### config.mk
export PLATFORM = sky130hd
export DESIGN_NAME = spi_frame_ctrl
export DESIGN_NICKNAME = d
export VERILOG_FILES = /design/src/rtl/spi_frame_ctrl.sv
export SDC_FILE = /design/constraint.sdc
export NUM_CORES = 1
export LEC_CHECK = 0
export CAP_MARGIN = 5
export CORE_AREA = 2 2 81 83
export CTS_BUF_LIST = sky130_fd_sc_hd__clkbuf_2
export DETAILED_ROUTE_END_ITERATION = 10
export DIE_AREA = 0 0 83 85
export PLACE_DENSITY = 0.73
export SYNTH_ARGS = -nofsm -noshare
export SYNTH_HDL_FRONTEND = slang
export SYNTH_SLANG_ARGS = --single-unit
### constraint.sdc
create_clock -name clk -period 2.67 [get_ports clk]
set_input_delay 0.534 -clock clk [delete_from_list [all_inputs] [get_ports clk]]
set_output_delay 0.534 -clock clk [all_outputs]
set_load 0.005 [all_outputs]
### src/rtl/spi_frame_ctrl.sv
// spi_frame_ctrl: frame-level SPI (mode 0) slave controller for the MD5 core register bank.
// Oversamples sclk/sel/mosi in the clk domain, assembles MSB-first bytes, decodes a
// command/address header and sequences register-bank writes and reads. Owns miso.
// Ports:
//   clk, reset                    system clock, asynchronous active-low reset
//   sclk, sel, mosi               SPI pins (asynchronous to clk)
//   miso                          SPI data out
//   wr_en, wr_addr, wr_data       one-cycle register write strobe with address/data
//   rd_en, rd_addr, rd_data       one-cycle read request; rd_data valid the following cycle
//   status                        byte returned by the status command
//   busy                          frame in progress (synchronized sel)
//   frame_err                     one-cycle pulse on bad command or partial byte at sel drop
module spi_frame_ctrl #(
  parameter int unsigned ADDR_W = 6
) (
  input  logic              clk,
  input  logic              reset,
  input  logic              sclk,
  input  logic              sel,
  input  logic              mosi,
  output logic              miso,
  output logic              wr_en,
  output logic [ADDR_W-1:0] wr_addr,
  output logic [7:0]        wr_data,
  output logic              rd_en,
  output logic [ADDR_W-1:0] rd_addr,
  input  logic [7:0]        rd_data,
  input  logic [7:0]        status,
  output logic              busy,
  output logic              frame_err
);

  localparam int unsigned BYTE_W = 8;
  localparam int unsigned CNT_W  = 3;

  localparam logic [BYTE_W-1:0] CMD_WR   = 8'h01;
  localparam logic [BYTE_W-1:0] CMD_RD   = 8'h02;
  localparam logic [BYTE_W-1:0] CMD_STAT = 8'h03;

  typedef enum logic [2:0] {
    S_IDLE, S_CMD, S_ADDR, S_WDATA, S_RDATA, S_STAT, S_IGNORE
  } state_t;

  state_t state, state_d;

  logic [2:0] sclk_sync, sel_sync;
  logic [1:0] mosi_sync;

  logic              is_rd, is_rd_d;
  logic [CNT_W-1:0]  cnt, cnt_d;
  logic [BYTE_W-1:0] rx, rx_d;
  logic [BYTE_W-1:0] tx, tx_d;
  logic [ADDR_W-1:0] addr, addr_d;
  logic              rd_pend;
  logic              miso_d, wr_en_d, rd_en_d, busy_d, frame_err_d;
  logic [ADDR_W-1:0] wr_addr_d, rd_addr_d;
  logic [BYTE_W-1:0] wr_data_d;

  logic              sclk_rise_c, sclk_fall_c, sel_rise_c, sel_fall_c;
  logic              byte_done_c;
  logic [BYTE_W-1:0] rx_byte_c;

  // Two-flop synchronizers; the third flop on sclk/sel feeds edge detection
  always_ff @(posedge clk or negedge reset) begin
    if (!reset) begin
      sclk_sync <= '0;
      sel_sync  <= '0;
      mosi_sync <= '0;
    end else begin
      sclk_sync <= {sclk_sync[1:0], sclk};
      sel_sync  <= {sel_sync[1:0], sel};
      mosi_sync <= {mosi_sync[0], mosi};
    end
  end

  assign sclk_rise_c = sclk_sync[1] & ~sclk_sync[2];
  assign sclk_fall_c = ~sclk_sync[1] & sclk_sync[2];
  assign sel_rise_c  = sel_sync[1] & ~sel_sync[2];
  assign sel_fall_c  = ~sel_sync[1] & sel_sync[2];

  // The byte completes in the cycle its 8th rising edge is seen, so strobes land one clk later
  assign rx_byte_c   = {rx[BYTE_W-2:0], mosi_sync[1]};
  assign byte_done_c = (state != S_IDLE) && sclk_rise_c && (cnt == CNT_W'(7));

  // State and datapath registers
  always_ff @(posedge clk or negedge reset) begin
    if (!reset) begin
      state     <= S_IDLE;
      is_rd     <= 1'b0;
      cnt       <= '0;
      rx        <= '0;
      tx        <= '0;
      addr      <= '0;
      rd_pend   <= 1'b0;
      miso      <= 1'b0;
      wr_en     <= 1'b0;
      wr_addr   <= '0;
      wr_data   <= '0;
      rd_en     <= 1'b0;
      rd_addr   <= '0;
      busy      <= 1'b0;
      frame_err <= 1'b0;
    end else begin
      state     <= state_d;
      is_rd     <= is_rd_d;
      cnt       <= cnt_d;
      rx        <= rx_d;
      tx        <= tx_d;
      addr      <= addr_d;
      rd_pend   <= rd_en;
      miso      <= miso_d;
      wr_en     <= wr_en_d;
      wr_addr   <= wr_addr_d;
      wr_data   <= wr_data_d;
      rd_en     <= rd_en_d;
      rd_addr   <= rd_addr_d;
      busy      <= busy_d;
      frame_err <= frame_err_d;
    end
  end

  // Next-state and next-output logic
  always_comb begin
    state_d     = state;
    is_rd_d     = is_rd;
    cnt_d       = cnt;
    rx_d        = rx;
    tx_d        = tx;
    addr_d      = addr;
    miso_d      = 1'b0;
    wr_en_d     = 1'b0;
    wr_addr_d   = wr_addr;
    wr_data_d   = wr_data;
    rd_en_d     = 1'b0;
    rd_addr_d   = rd_addr;
    frame_err_d = 1'b0;

    if ((state != S_IDLE) && sclk_rise_c) begin
      rx_d  = rx_byte_c;
      cnt_d = cnt + CNT_W'(1);
    end

    // miso presents the current tx MSB on each falling edge, then tx shifts
    if ((state == S_RDATA) || (state == S_STAT)) begin
      miso_d = miso;
      if (sclk_fall_c) begin
        miso_d = tx[BYTE_W-1];
        tx_d   = {tx[BYTE_W-2:0], 1'b0};
      end
    end

    // Bank answers one cycle after rd_en; load before the next falling edge
    if ((state == S_RDATA) && rd_pend) begin
      tx_d   = rd_data;
      miso_d = rd_data[BYTE_W-1];
    end

    case (state)
      S_IDLE: begin
        if (sel_rise_c) state_d = S_CMD;
      end
      S_CMD: begin
        if (byte_done_c) begin
          case (rx_byte_c)
            CMD_WR: begin
              state_d = S_ADDR;
              is_rd_d = 1'b0;
            end
            CMD_RD: begin
              state_d = S_ADDR;
              is_rd_d = 1'b1;
            end
            CMD_STAT: begin
              state_d = S_STAT;
              tx_d    = status;
            end
            default: begin
              state_d     = S_IGNORE;
              frame_err_d = 1'b1;
            end
          endcase
        end
      end
      S_ADDR: begin
        if (byte_done_c) begin
          addr_d = rx_byte_c[ADDR_W-1:0];
          if (is_rd) begin
            state_d   = S_RDATA;
            rd_en_d   = 1'b1;
            rd_addr_d = rx_byte_c[ADDR_W-1:0];
          end else begin
            state_d = S_WDATA;
          end
        end
      end
      S_WDATA: begin
        if (byte_done_c) begin
          wr_en_d   = 1'b1;
          wr_addr_d = addr;
          wr_data_d = rx_byte_c;
          addr_d    = addr + ADDR_W'(1);
        end
      end
      S_RDATA: begin
        // Prefetch the next address while the current byte shifts out
        if (byte_done_c) begin
          addr_d    = addr + ADDR_W'(1);
          rd_en_d   = 1'b1;
          rd_addr_d = addr + ADDR_W'(1);
        end
      end
      S_STAT: begin
        if (byte_done_c) tx_d = status;
      end
      S_IGNORE: begin
      end
      default: state_d = S_IDLE;
    endcase

    // A byte completing in the same cycle as sel drop is not a partial byte
    if ((state != S_IDLE) && sel_fall_c) begin
      state_d = S_IDLE;
      cnt_d   = '0;
      rx_d    = '0;
      miso_d  = 1'b0;
      if ((cnt != '0) && !byte_done_c) frame_err_d = 1'b1;
    end

    busy_d = sel_sync[1] && (state_d != S_IDLE);
  end

endmodule
Word level (Yosys, flattened, before mapping):

Cells that the tools add are included.

* add/sub/neg operators: 2
* equality and inequality tests: 15
* mux-type cells: 39
* bitwise logic cells: 8
* reductions and logical operators: 24

Operators by type and width (count)
* 8-bit two-way mux: 6
* 6-bit two-way mux: 4
* 6-bit one-hot mux with 2 select lines: 2
* 3-bit two-way mux: 7
* 8-bit by 2-bit == test with 1-bit output, second input constant: 2
* 8-bit one-hot mux with 2 select lines: 1
* 7-bit two-way mux: 2
* 1-bit two-way mux: 13
* 3-bit == test, second input constant: 4
* 3-bit one-hot mux with 4 select lines: 1
* 3-bit nonzero test: 3
* 8-bit by 1-bit == test with 1-bit output, second input constant: 1
* 2-bit nonzero test: 4
* 6-bit by 1-bit adder with 6-bit output, second input constant: 1
* 3-bit by 2-bit == test with 1-bit output, second input constant: 2
* 1-bit logical AND: 6
* 2-bit inequality test, second input constant: 3
* 3-bit one-hot mux with 2 select lines: 1
* 3-bit AND reduction: 2
* 1-bit bitwise AND: 4
* 4-bit by 2-bit inequality test with 1-bit output, second input constant: 1
* 1-bit NOT: 4
* 1-bit one-hot mux with 2 select lines: 2
* 4-bit AND reduction: 1
* other kinds (10): 11

* register bits after elaboration: 62

Logic depth before layout (Yosys ltp):

* word-level depth: 9
* mapped depth: 8

Least setup slack after synthesis:

OpenSTA, ideal clock, no wires.

* path type: reg-to-reg
* start: reg cnt[0]
* end: reg wr_addr[0]
* library setup time: 125 ps
* data arrival time: 2018 ps
* slack: 528 ps
* stages on the path, launching flop included: 9
* path buffers: 3
* cell sequence: dfrtp_1 -> ha_1 -> ha_1 -> and3b_1 -> buf_2 -> and3_1 -> clkbuf_1 -> buf_1 -> mux2_2

* word-level cells in the longest chain between the ends: 3

RTL lines
* start, declared: RTL line 50 `logic [CNT_W-1:0] cnt, cnt_d;`
* start signal, assigned: RTL line 106 `cnt <= cnt_d;`
* 3-bit == test: RTL line 83 `assign byte_done_c = (state != S_IDLE) && sclk_rise_c && (cnt == CNT_W'(7));`
* 1-bit logical AND: RTL line 83
* 2-bit AND reduction (no source line)
* end signal, assigned: RTL line 113 `wr_addr <= wr_addr_d;`
* end, declared: RTL line 23 `output logic [ADDR_W-1:0] wr_addr,`

No other way between the ends.
A chain may end at the register's enable or synchronous reset.

Worst setup path after layout:

* start: reg rx[1]
* end: reg tx[6]

* word-level cells in the longest chain between the ends: 4

RTL lines
* start, declared: RTL line 51 `logic [BYTE_W-1:0] rx, rx_d;`
* start signal, assigned: RTL line 107 `rx <= rx_d;`
* 8-bit by 2-bit == test with 1-bit output: RTL line 164 `case (rx_byte_c)`
* 8-bit two-way mux: RTL line 164
* 8-bit two-way mux: RTL line 163 `if (byte_done_c) begin`
* 8-bit one-hot mux with 2 select lines: RTL line 158 `case (state)`
* net tx_d[6]: RTL line 52 `logic [BYTE_W-1:0] tx, tx_d;`
* end signal, assigned: RTL line 108 `tx <= tx_d;`
* end, declared: RTL line 52

The timed path passes the listed nets, and every way through them passes these cells.

==> impl_metrics.ini <==
[flow_run]
maxCapViolCount = 0

[sta]
timing.final.crit_share_pct = 87.5
layout_min_cycle_time_ns = 2.34
slew-limit-headroom_pct = 40.0
report.final.setup_viol = 0
fmax_mhz = 428
maxSlewViolCount = 0
timing_worst_slew_pin_value_ns = 0.900
fin_setup_tns_ns = 0
hold_viol = 0
fin_skew_ns = 0.0258
rsz0062_at_grt = no

[place]
place_inst = 393
gp_congestion = 0.808
place_area_sq_mm = 0.00353
io_buffers = 45
dpl.hpwl_mm = 3.97

[power_and_ir_drop]
leakagePower_nw = 1.59
p_int_mw = 1.28
p_comb_share_pct = 10.6
p_sw_uw = 450
swShare_pct = 26.1
ir_worst_vdd_mv = 0.340
seq_power_share_pct = 58.8
clkPwrFrac_pct = 30.6
powerDensity_mw_per_mm2 = 475

[floorplanning]
core_area_sq_mm = 0.00620
num_rows = 29
ios = 46
chipWidth_microns = 83
die_h_microns = 85
die-area_sq_mm = 0.00706
start_util_pct = 47.8

[setup_path]
end_kind = register
crit_required_ns = 3.02
path_max_fanout = 8
startpoint_type = register
crit_type = register to register
arrival_ns = 2.68

[clock_network]
clock-root-buffer = clkbuf_2
clk_pin_slew_worst_paths_ns = 0.18
hold_buffers = 0
clock_latency_ns = 0.45
cts_tree = built
cts_num_sinks = 62
postCtsResizedCells = 0
clockBufferDepth = 2
postCtsSetupRepairBufs = 0
htree_levels = 3
cts_buffers = 9

[logic_synthesis]
ys_seq_elements = 62
synth_edf_count = 0
syn_area_sq_mm = 0.00297
ys.flop_type = dfrtp_1
ys_seq_area_share_pct = 52.3
synthArstFlopShare_pct = 100
synthTopCellsByArea = dfrtp_1 (52%), mux2_2 (9.5%), mux2i_1 (6.1%), o21ai_0 (4.7%), nor2_1 (3.0%)
synthCells = 278
syn-num-nets = 303
yosys_warnings = 0
avgSynthCellArea_sq_um = 10.7
synth.distinct_cells = 39
synth_top_area_cell = dfrtp_1
synth.top_cell.area_share_pct = 52.3

[run_status]
status = finished, final reports clean

[final_layout]
syn_to_final_growth_pct = 22.4
fin_nets = 352
final_area_sq_mm = 0.00363
layout_commonest_cell = dfrtp_1
num_antenna_cells = 0
final_cell_mix = dfrtp_1 (62), clkdlybuf4s50_1 (44), o21ai_0 (28)
final_cell_count_no_fill = 409
drive_gt1_share_pct = 17.2

[global_route]
grt_use_total_pct = 17.5
grt_pass1_vias = 2090
antenna_found_initial = 0
grt_pass1_wl_mm = 9.92
globalRouteOverflowTotal = 0
grt_max_degree = 37

[detailed_routing]
via_per_inst = 5.24
ant_nets = 0
drc = 0
vias = 2145
routedWlPerCell_microns = 14.1
wirelength_mm = 5.79
first_pass_iters = 4
drtIter0Drc = 82

[worst_hold_path]
min_path_type = input port to asynchronous set/reset pin
## state kept, by name, summed over array words and instances (netlist names), 2 cells and up
register	count
tx	8
wr_data	8
rx	7
addr	6
rd_addr	6
wr_addr	6
cnt	3
sclk_sync	3
sel_sync	3
state	3
mosi_sync	2
## logic make-up (layout without fill, tap and decap cells)
logic type	count (synthesis)	count (layout)	synth area share (%)
buffers and inverters	24	78	3.16
xor gates and xnor gates	6	6	1.77
DFF	62	62	52.3
and+or+nand+nor	80	80	14.1
muxes	43	43	15.6
AOI/OAI and AO/OA	59	59	11.4
adders and majority gates	4	4	1.69
## cell type report
type	instances	area, sq um
Multi-Input combinational cell	192	1330
Fill cell	531	2570
Timing Repair Buffer	54	526
Tap cell	77	96.3
Sequential cell	62	1550
Clock buffer	10	50.0
Inverter	8	30.0
Clock inverter	6	52.6
## through the flow
stage / total power [mW] / setup WS [ns] / hold WS [ns] / utilization [%]
after floorplan: 1.13 / 0.528 / 0.238 / -
after global placement: 1.21 / 0.397 / 0.332 / 56.9
after detailed placement: 1.22 / 0.342 / 0.336 / 56.9
after CTS: 1.75 / 0.340 / 0.0388 / 58.6
after global routing: 1.83 / 0.246 / 0.0384 / 58.6
final: 1.73 / 0.334 / 0.0579 / 58.6
## layer usage
metal	vias up	global-route usage, %	part of all wire [%]
li1	1076	-	-
met1	1011	25.4	50
met3	2	4.18	5.1
met4	0	7.30	0.40
met5	-	0	0
met2	56	25.4	45
## synth_stat cells, drive strengths merged (3+ instances only)
cell    instances
a211oi          4
a21oi          15
a31oi           4
and3            4
buf             3
clkbuf         13
dfrtp          62
ha              4
inv             8
mux2           25
mux2i          18
nand2          23
nand2b          4
nand3           3
nor2           24
nor2b           4
nor3            4
nor3b           5
o21ai          28
o31ai           3
xnor2           3
xor2            3
## power by group through the flow
stage	Clock, mW	Sequential (mW)	Combinational [mW]
final	0.528	1.01	0.184
after CTS	0.546	1.01	0.187
after global routing	0.598	1.02	0.213
after detailed placement	0	1.03	0.186
after global placement	0	1.03	0.181
after floorplan	0	1.01	0.124
## critical path: stages (launching register included)
cell	delay, ns
dfrtp_1	0.48
or4_4	0.57
nor3_4	0.25
a31oi_2	0.16
nor3_4	0.40
mux2_2	0.38
## path summary, 6_finish.rpt
kind | from | end | slack (ns) | cells past startpoint
max | rx[1]$_DFFE_PN0P_ | tx[6]$_DFF_PN0_ | 0.33 | 5
min | reset | rd_addr[4]$_DFFE_PN0P_ | 0.06 | 1
min in group clk | mosi_sync[0]$_DFF_PN0_ | mosi_sync[1]$_DFF_PN0_ | 0.37 | 0
min reg2reg | mosi_sync[0]$_DFF_PN0_ | mosi_sync[1]$_DFF_PN0_ | 0.37 | 0
max in group asynchronous | reset | rx[0]$_DFFE_PN0P_ | 1.99 | 2
max reg2reg | rx[1]$_DFFE_PN0P_ | tx[6]$_DFF_PN0_ | 0.33 | 5
Note: power is estimated with default switching activity, not from simulation.
